File: config.mk
export PLATFORM = sky130hd
export DESIGN_NAME = fifo_pack_rd
export DESIGN_NICKNAME = d
export VERILOG_FILES = /design/src/rtl/fifo_pack_rd.sv
export SDC_FILE = /design/constraint.sdc
export NUM_CORES = 1
export LEC_CHECK = 0
export CELL_PAD_IN_SITES_DETAIL_PLACEMENT = 2
export CELL_PAD_IN_SITES_GLOBAL_PLACEMENT = 2
export CORE_ASPECT_RATIO = 1.5
export CORE_MARGIN = 2
export CORE_UTILIZATION = 38
export CTS_CLUSTER_SIZE = 8
export DETAILED_ROUTE_END_ITERATION = 12
export GPL_TIMING_DRIVEN = 0
export PLACE_DENSITY = 0.84
export REMOVE_ABC_BUFFERS = 1
export SYNTH_ARGS = -nofsm -noshare
export SYNTH_HDL_FRONTEND = slang
export SYNTH_SLANG_ARGS = --single-unit
File: constraint.sdc
create_clock -name clk -period 5.7 [get_ports clk]
set_clock_uncertainty 0.2 [all_clocks]
set_input_delay 0.855 -clock clk [delete_from_list [all_inputs] [get_ports clk]]
set_output_delay 0.855 -clock clk [all_outputs]
set_load 0.005 [all_outputs]
File: src/rtl/fifo_pack_rd.sv
// fifo_pack_rd: read-side drain stage for the synchronous FIFO.
// Pops BITW-wide head words and packs PACK consecutive words into one
// BITW*PACK-wide word, presented on a valid/ready stream. The first word
// popped lands in the lowest lane.
//
// Build option: define FIFO_PACK_FLUSH_EN to add the flush input and the
// pk_keep lane-valid output, allowing a partial word to be emitted while
// the FIFO is empty.
module fifo_pack_rd #(
  parameter int unsigned BITW = 8,
  parameter int unsigned PACK = 4,
  localparam int unsigned CNTW = $clog2(PACK)
) (
  input  logic                 clk,
  input  logic                 rst,
  input  logic [BITW-1:0]      fifo_data,
  input  logic                 fifo_empty,
  output logic                 fifo_pop,
  output logic [BITW*PACK-1:0] pk_data,
  output logic                 pk_valid,
  input  logic                 pk_ready,
`ifdef FIFO_PACK_FLUSH_EN
  input  logic                 flush,
  output logic [PACK-1:0]      pk_keep,
`endif
  output logic [CNTW-1:0]      lane_idx
);

  localparam logic [CNTW-1:0] LastLane = CNTW'(PACK - 1);

  // Accumulator holds lanes 0..PACK-2; the top lane is taken straight from
  // fifo_data on the completing pop, so no extra cycle is spent on it.
  logic [BITW-1:0]      acc_q [PACK-1];
  logic [BITW-1:0]      acc_d [PACK-1];
  logic [BITW*PACK-1:0] data_q, data_d;
  logic [BITW*PACK-1:0] full_word;
  logic                 valid_q, valid_d;
  logic [CNTW-1:0]      lane_q, lane_d;
  logic                 last_lane;
  logic                 stall;

  assign last_lane = (lane_q == LastLane);
  // Only the completing pop needs the output register; earlier lanes may
  // keep filling while the consumer is stalled.
  assign stall     = last_lane && valid_q && !pk_ready;
  // Gated by reset so the FIFO is never drained while this stage is held.
  assign fifo_pop  = rst && !fifo_empty && !stall;

  // Assemble the completed word: accumulated lanes plus the current head word.
  always_comb begin
    full_word = '0;
    for (int i = 0; i < int'(PACK) - 1; i++) begin
      full_word[i*BITW +: BITW] = acc_q[i];
    end
    full_word[(PACK-1)*BITW +: BITW] = fifo_data;
  end

`ifdef FIFO_PACK_FLUSH_EN
  logic [BITW*PACK-1:0] flush_word;
  logic [PACK-1:0]      flush_keep;
  logic [PACK-1:0]      keep_q, keep_d;
  logic                 do_flush;

  // Flush only while nothing can be popped and the output slot is free or freeing.
  assign do_flush = flush && fifo_empty && (lane_q != '0) && (!valid_q || pk_ready);

  // Partial word: filled lanes pass through, stale lanes are zeroed.
  always_comb begin
    flush_word = '0;
    flush_keep = '0;
    for (int i = 0; i < int'(PACK) - 1; i++) begin
      if (CNTW'(i) < lane_q) begin
        flush_word[i*BITW +: BITW] = acc_q[i];
        flush_keep[i]              = 1'b1;
      end
    end
  end

  // Lane-valid mask tracks whichever word is loaded into the output register.
  always_comb begin
    keep_d = keep_q;
    if (fifo_pop && last_lane) begin
      keep_d = '1;
    end else if (do_flush) begin
      keep_d = flush_keep;
    end
  end

  // Lane-valid mask register.
  always_ff @(posedge clk or negedge rst) begin
    if (!rst) begin
      keep_q <= '0;
    end else begin
      keep_q <= keep_d;
    end
  end

  assign pk_keep = keep_q;
`endif

  // Next state for accumulator, lane counter and output register.
  always_comb begin
    acc_d   = acc_q;
    lane_d  = lane_q;
    data_d  = data_q;
    valid_d = valid_q;
    // Handshake frees the slot; a load below may refill it in the same cycle.
    if (valid_q && pk_ready) begin
      valid_d = 1'b0;
    end
    if (fifo_pop) begin
      if (last_lane) begin
        data_d  = full_word;
        valid_d = 1'b1;
        lane_d  = '0;
      end else begin
        for (int i = 0; i < int'(PACK) - 1; i++) begin
          if (CNTW'(i) == lane_q) begin
            acc_d[i] = fifo_data;
          end
        end
        lane_d = lane_q + CNTW'(1);
      end
    end
`ifdef FIFO_PACK_FLUSH_EN
    else if (do_flush) begin
      data_d  = flush_word;
      valid_d = 1'b1;
      lane_d  = '0;
    end
`endif
  end

  // State registers; reset discards any partial accumulation.
  always_ff @(posedge clk or negedge rst) begin
    if (!rst) begin
      acc_q   <= '{default: '0};
      lane_q  <= '0;
      data_q  <= '0;
      valid_q <= 1'b0;
    end else begin
      acc_q   <= acc_d;
      lane_q  <= lane_d;
      data_q  <= data_d;
      valid_q <= valid_d;
    end
  end

  assign pk_data  = data_q;
  assign pk_valid = valid_q;
  assign lane_idx = lane_q;

endmodule

=== Word level (Yosys, flattened, before mapping) ===
Cells that the tools add are included.

* Add/sub/neg operators: 1
* Multiply operators: 0
* Div/mod/pow operators: 0
* Magnitude comparators: 0
* Eq/ne operators: 3
* Shift-type cells: 0
* Multiplexer cells: 4
* Bitwise operators: 1
* Reduce and logical (&&, ||, !) cells: 13

{| class="wikitable"
|+ Operator list
! operator !! number
|-
| $reduce_and 3->1 || 3
|-
| $logic_and 1x1->1 || 5
|-
| $logic_not 1->1 || 3
|-
| $mux 1 || 3
|-
| $add 2x1->2 const B || 1
|-
| $eq 1x2->1 const A || 1
|-
| $eq 2x2->1 const A || 1
|-
| $eq 2x2->1 const B || 1
|-
| $logic_not 2->1 || 1
|-
| $mux 2 || 1
|-
| $reduce_and 2->1 || 1
|-
| $not 1->1 || 1
|}

* Bits in registers: 59
* Latch bits: 0
* RAM bits: 0
* Bits in read-only memories: 0
* Output and inout bits: 36
* Memories kept: 0

=== Depth between registers and ports, before layout ===
Gate-level depths: netlist (run 1).

* Word-level depth: 6
* Mapped depth: 5
* Depth with buffers taken out: 4

=== Worst setup path before layout (run 1) ===
OpenSTA, ideal clock, no wires.

* Path type: input to output
* From: input fifo_empty
* To: output fifo_pop
* Arrival: 1.227 ns
* Path slack: 3.418 ns
* Stages: 2
* Path buffers: 0
* Path through: nand2b_4 -> a31oi_1

* Cells in the longest elaborated chain, start to end: 3

{| class="wikitable"
|+ RTL lines
! item !! line !! RTL
|-
| start, declared || 17 || <nowiki>input logic fifo_empty,</nowiki>
|-
| $logic_not 1->1 || 47 || <nowiki>assign fifo_pop = rst && !fifo_empty && !stall;</nowiki>
|-
| $logic_and 1x1->1 (2 in series) || 47 ||
|-
| end, declared || 18 || <nowiki>output logic fifo_pop,</nowiki>
|}

No other way between the ends.

=== Worst setup path after layout (run 1) ===
* From: input pk_ready
* To: output fifo_pop

* Cells in the longest elaborated chain, start to end: 4

{| class="wikitable"
|+ RTL lines
! item !! line !! RTL
|-
| start, declared || 21 || <nowiki>input logic pk_ready,</nowiki>
|-
| $logic_not 1->1 || 45 || <nowiki>assign stall = last_lane && valid_q && !pk_ready;</nowiki>
|-
| $logic_and 1x1->1 || 45 ||
|-
| $logic_not 1->1 || 47 ||
|-
| $logic_and 1x1->1 || 47 ||
|}

No other way between the ends.

==> flow_metrics.py, run 1 <==
metrics = {
    "synth": {
        "synth_enable_flop_cells": 0,
        "netlist_area_mm2": 0.002322,
        "async_flop_share_pct": 100.0,
        "ys_seq_area_share_pct": 63.58,
        "synth_top_family_by_area": "multiplexers",
        "netlist_top_cells_count": "dfrtp_1 (59), mux2_2 (57), ha_1 (4), inv_1 (4)",
        "synth_xor_area_share_pct": 0,
        "synth-compound-area-share_pct": 1.670,
        "yosysTopAreaCellShare_pct": 63.58,
        "synth_top_cell_by_area": "dfrtp_1",
        "synth_mux_area_share_pct": 27.64,
        "ys_types": 14,
        "synth.most_common_cell": "dfrtp_1",
        "syn_avg_cell_area_um2": 16.59,
        "synth.area.top_cells": "dfrtp_1 (64%), mux2_2 (28%), ha_1 (2.2%)",
        "yosysWarnings": 0,
        "synthAdderAreaFrac_pct": 2.155,
        "ys_ff_latch": 59,
        "synthCells": 140,
        "synth_simple_gate_area_share_pct": 1.886,
        "ys.flop_type": "dfrtp_1",
    },
    "min_path": {
        "min_path_type": "in2async",
    },
    "setup_path": {
        "criticalPathCategory": "in2out",
        "crit-reg2reg-launch": "lane_idx[0]$_DFFE_PN0N_",
        "worst-path-max-fanout": 3,
        "cp-start-kind": "input port",
        "slowest_stage": "clkdlybuf4s50_1",
        "end_kind": "output port",
        "cp_slowest_stage_delay_ns": 0.58,
        "cp.required_ns": 4.64,
        "cp_cell_sequence": "clkdlybuf4s50_1 > inv_1 > a31oi_1 > clkdlybuf4s50_1",
        "critPathLaunch": "pk_ready",
        "critPathMostFrequentCell": "clkdlybuf4s50_1",
        "critical_path_arrival_ns": 2.34,
    },
    "cts": {
        "cts_max_level": 3,
        "cts-hold-fix-buffers": 0,
        "cts_tree": "done",
        "insertion_delay_ns": 0.34,
        "cts_root_buf": "clkbuf_8",
        "cts_made_buffers": 9,
        "cts_resized": 0,
        "cts_sinks": 59,
        "clockBufferDepth": 2,
        "post_cts_buffers": 0,
        "path_clk_slew_ns": 0.06,
    },
    "die": {
        "initial_utilization_pct": 39.56,
        "core.rowCount": 34,
        "die_w_um": 67.83,
        "die-area_mm2": 0.006765,
        "ios": 48,
        "dieHeight_um": 99.74,
        "coreArea_mm2": 0.005871,
    },
    "timing": {
        "rsz0062_at_grt": "false",
        "worstMarginPinSlew_ns": 0.5188,
        "relSlewSlack_pct": 65.42,
        "fin_crit_sh_pct": 59.60,
        "finalHoldViolations": 0,
        "fmax_ghz": 0.2944,
        "holdWs_ns": 0.2734,
        "setup_viol": 0,
        "maxSlewViolCount": 0,
        "tns_ns": 0,
        "fin_crit_ns": 3.397,
    },
    "power": {
        "seq_power_share_pct": 42.2,
        "vdd_drop_max_v": 0.0002503,
        "p_comb_share_pct": 31.5,
        "p_sw_uw": 456.3,
        "netSwitchingFraction_pct": 26.20,
        "p_leak_nw": 1.358,
        "p_per_area_mw_per_mm2": 558.4,
        "power.internal_mw": 1.285,
        "clock_power_share_pct": 26.3,
    },
    "place": {
        "io_buffers": 47,
        "dpl_cell_area_mm2": 0.002872,
        "hpwl_mm": 3.568,
        "place.gp.congestion": 0.7257,
    },
    "route": {
        "drt-pass1-iter-count": 2,
        "ant_nets": 0,
        "drtIter0Drc": 31,
        "routed_wirelength_mm": 5.422,
        "via_per_inst": 5.026,
        "drc_errors": 0,
        "avgRoutedWirePerCell_um": 19.93,
        "vias": 1367,
    },
    "global_routing": {
        "grt_max_degree": 43,
        "grt_pass1_wl_mm": 9.101,
        "grt_pass1_vias": 1644,
        "grt_antenna_before_repair": 0,
        "grt_usage_pct": 19.41,
        "grt.overflow.total": 0,
    },
    "final_layout": {
        "drive_gt1_share_pct": 39.50,
        "synthToLayoutAreaGrowth_pct": 34.27,
        "design_area_mm2": 0.003118,
        "nNetsFinal": 211,
        "utilization_pct": 53.11,
        "n_antenna_cell": 0,
    },
    "run": {
        "drv_cap": 0,
    },
    "status": {
        "status": "complete, no violations",
    },
}
[placed cells by master (no fill, tap or decap), types with 2 or more instances in the layout]
cell,count
and2_1,3
buf_8,2
bufinv_16,2
clkbuf_8,13
clkdlybuf4s50_1,46
dfrtp_1,59
ha_1,4
inv_1,4
mux2_2,57
[state kept, by name, indices dropped and copies added (netlist names)]
signal	count
acc_q	24
pk_valid	1
pk_data	32
lane_idx	2
[metrics by stage]
stage | std cells | power [mW] | setup slack, ns
detailed placement | 256 | 1.288 | 2.339
global route | 272 | 1.856 | 2.255
finish | 272 | 1.741 | 2.303
CTS | 272 | 1.778 | 2.295
floorplan | 134 | 0.9465 | 3.036
global placement | 253 | 1.231 | 0.2569
[critical path, delay by kind of cell]
| family | cells | cell delay, ns |
|---|---|---|
| AOI/OAI and AO/OA | 1 | 0.35 |
| buffers and inverters | 3 | 1.14 |
[per-layer routing]
metal / global-route usage (%) / vias up / share of wire (%)
met2: 33.41 / 28 / 57
li1: - / 600 / -
met3: 4.751 / 9 / 3.4
met5: 0 / - / 0
met1: 21.46 / 730 / 37
met4: 10.15 / 0 / 2.1
[kinds of logic after synthesis]
| logic type | count (synthesis) |
|---|---|
| AOI/OAI and AO/OA | 4 |
| adders and majority gates | 4 |
| buffers and inverters | 10 |
| DFF | 59 |
| muxes | 57 |
| and+or+nand+nor | 6 |
[final timing paths]
kind | to | slack (ns) | depth (start not counted)
max | fifo_pop | 2.30 | 4
min | pk_data[3]$_DFFE_PN0P_ | 0.27 | 1
max reg2reg | acc_q[2]$_DFFE_PN0P_ | 3.36 | 4
min reg2reg | pk_data[21]$_DFFE_PN0P_ | 0.30 | 1
max in group asynchronous | pk_data[0]$_DFFE_PN0P_ | 4.44 | 2
min in group clk | pk_data[21]$_DFFE_PN0P_ | 0.30 | 1
[power by group through the flow]
stage | Clock [mW] | Sequential (mW) | Combinational, mW
2_1_floorplan | 0 | 0.718 | 0.228
3_3_place_gp | 0 | 0.721 | 0.510
3_5_place_dp | 0 | 0.742 | 0.547
4_1_cts | 0.473 | 0.741 | 0.564
5_1_grt | 0.489 | 0.767 | 0.600
6_report | 0.457 | 0.735 | 0.548
[area by class of cell]
| cell class | count | area, µm² |
|---|---|---|
| fill | 539 | 2753 |
| timing repair buffer | 50 | 515.5 |
| clock buffer | 13 | 178.9 |
| clock inverter | 3 | 67.56 |
| sequential | 59 | 1476 |
| multi-input combinational | 71 | 774.5 |
| inverter | 4 | 15.01 |
| tap | 72 | 90.09 |
(Power assumes the default switching activity.)
==> inputs of run 2 (changes only) <==
CORE_UTILIZATION = 32   (was 38)
PLACE_DENSITY = 0.75   (was 0.84)
clock period = 3 ns   (was 5.7 ns; I/O delays follow)
==> run 2 against run 1 <==
Against the previous run:
- utilization down 9.7 points
- clock-buffer cell count up 3
- cell count up 3.3%
- final area down 0.68%
- combinational power up 86%
- critical path depth up 1
- sequential power up 90%
- critical endpoint unchanged
==> flow_metrics.py, run 2 (same netlist as run 1, synthesis figures left out) <==
metrics = {
    "cts": {
        "cts_resized": 0,
        "insertion_delay_ns": 0.34,
        "cts_made_buffers": 9,
        "cts-hold-fix-buffers": 2,
        "cts_max_level": 3,
        "cts_root_buf": "clkbuf_8",
        "cts_tree": "done",
        "post_cts_buffers": 0,
        "path_clk_slew_ns": 0.06,
        "cts_sinks": 59,
        "clockBufferDepth": 2,
    },
    "timing": {
        "worstMarginPinSlew_ns": 1.003,
        "maxSlewViolCount": 0,
        "setup_viol": 0,
        "holdWs_ns": 0.3004,
        "rsz0062_at_grt": "false",
        "fin_crit_sh_pct": 91.74,
        "finalHoldViolations": 0,
        "fmax_ghz": 0.3634,
        "fin_crit_ns": 2.752,
        "relSlewSlack_pct": 32.92,
    },
    "route": {
        "routed_wirelength_mm": 5.320,
        "vias": 1362,
        "avgRoutedWirePerCell_um": 18.93,
        "drtIter0Drc": 35,
        "wl_met3_um": 187,
        "via_per_inst": 4.847,
        "wl_met2_mm": 3.114,
        "ant_nets": 0,
        "drc_errors": 0,
        "highest_layer": "met4",
        "wl_met1_mm": 1.938,
        "drt-pass1-iter-count": 6,
    },
    "final_layout": {
        "final_common_cell": "dfrtp_1",
        "synthToLayoutAreaGrowth_pct": 33.35,
        "final_cell_mix": "dfrtp_1 (59), mux2_2 (57), clkdlybuf4s50_1 (46)",
        "n_antenna_cell": 0,
        "multi_input_area_um2": 774.5,
        "largest_register_ffs": 32,
        "drive_gt1_share_pct": 38.31,
        "fillers": 692,
        "regArea_mm2": 0.001476,
        "nNetsFinal": 212,
        "design_area_mm2": 0.003097,
    },
    "global_routing": {
        "grt_antenna_before_repair": 0,
        "grt.overflow.total": 0,
        "grt_pass1_wl_mm": 8.825,
        "grt_pass1_vias": 1567,
        "grt_usage_pct": 15.36,
        "grt_max_degree": 38,
    },
    "power": {
        "vdd_drop_max_v": 0.0004053,
        "p_per_area_mw_per_mm2": 1017,
        "p_leak_nw": 1.346,
    },
    "setup_path": {
        "slowest_stage": "clkdlybuf4s50_1",
        "cp.required_ns": 2.35,
        "worst-path-max-fanout": 4,
        "end_kind": "output port",
        "cp_cell_sequence": "dlygate4sd3_1 > buf_2 > nand2b_4 > a31oi_1 > clkdlybuf4s50_1",
        "critical_path_arrival_ns": 2.10,
        "criticalPathCategory": "in2out",
        "cp_slowest_stage_delay_ns": 0.57,
        "cp-start-kind": "input port",
    },
    "run": {
        "drv_cap": 0,
    },
    "place": {
        "dpl_cell_area_mm2": 0.002867,
        "hpwl_mm": 3.756,
        "place.gp.congestion": 0.6898,
        "io_buffers": 47,
    },
    "die": {
        "coreArea_mm2": 0.007132,
        "ios": 48,
        "die-area_mm2": 0.007969,
        "core.rowCount": 38,
        "die_w_um": 73.56,
        "dieHeight_um": 108.3,
        "initial_utilization_pct": 32.56,
    },
    "min_path": {
        "min_path_type": "reg2reg",
    },
    "status": {
        "status": "complete, no violations",
    },
}
==> run 2: cell count changes in the layout (fill, tap and decap cells not counted), sizes merged <==
cell	change
buf	-1
dlygate4sd3	+2
clkbuf	+3
clkinvlp	-1
bufinv	-2
==> run 2: through the flow <==
| stage | utilization (%) | TNS, ns | setup slack [ns] | power (mW) | std cells |
|---|---|---|---|---|---|
| after floorplan | - | 0 | 0.7252 | 1.798 | 134 |
| after global routing | 43.42 | 0 | 0.1200 | 3.381 | 281 |
| after global placement | 39.77 | -139.72 | -2.060 | 2.342 | 261 |
| after CTS | 43.42 | 0 | 0.2270 | 3.222 | 281 |
| final | 43.42 | 0 | 0.2479 | 3.148 | 281 |
| after detailed placement | 40.19 | 0 | 0.1145 | 2.461 | 263 |
==> run 2: final cells by class <==
cell class	count	share of cell area, %
Clock buffer	16	6.788
Inverter	4	0.4848
Multi-Input combinational cell	71	25.01
Tap cell	80	3.232
Sequential cell	59	47.68
Timing Repair Buffer	51	16.81
==> run 2: worst paths after layout <==
check / start / endpoint / slack, ns / cells past startpoint
setup reg to reg: lane_idx[1]$_DFFE_PN0N_ / pk_data[1]$_DFFE_PN0P_ / 0.59 / 5
max in group asynchronous: rst / pk_data[4]$_DFFE_PN0P_ / 0.67 / 3
min in group asynchronous: rst / pk_data[5]$_DFFE_PN0P_ / 0.54 / 3
hold reg to reg: acc_q[3]$_DFFE_PN0P_ / acc_q[3]$_DFFE_PN0P_ / 0.30 / 1
setup / recovery: rst / fifo_pop / 0.25 / 5
hold / removal: acc_q[3]$_DFFE_PN0P_ / acc_q[3]$_DFFE_PN0P_ / 0.30 / 1
==> run 2: worst max-delay path: cells and delay by family <==
family | cells | cell delay (ns)
buffers and inverters | 3 | 1.30
AOI/OAI and AO/OA | 1 | 0.26
and+or+nand+nor | 1 | 0.08
==> run 2: routing by layer <==
layer / vias to the layer above / track usage (%)
met5: - / 0
met1: 724 / 16.94
met4: 0 / 7.792
met2: 32 / 26.15
met3: 9 / 4.660
li1: 597 / -
==> run 2: where the power goes <==
group | internal (mW) | switching, mW | total, mW
registers | 1.18 | 0.220 | 1.40
logic | 0.704 | 0.316 | 1.02
clock network | 0.436 | 0.295 | 0.732
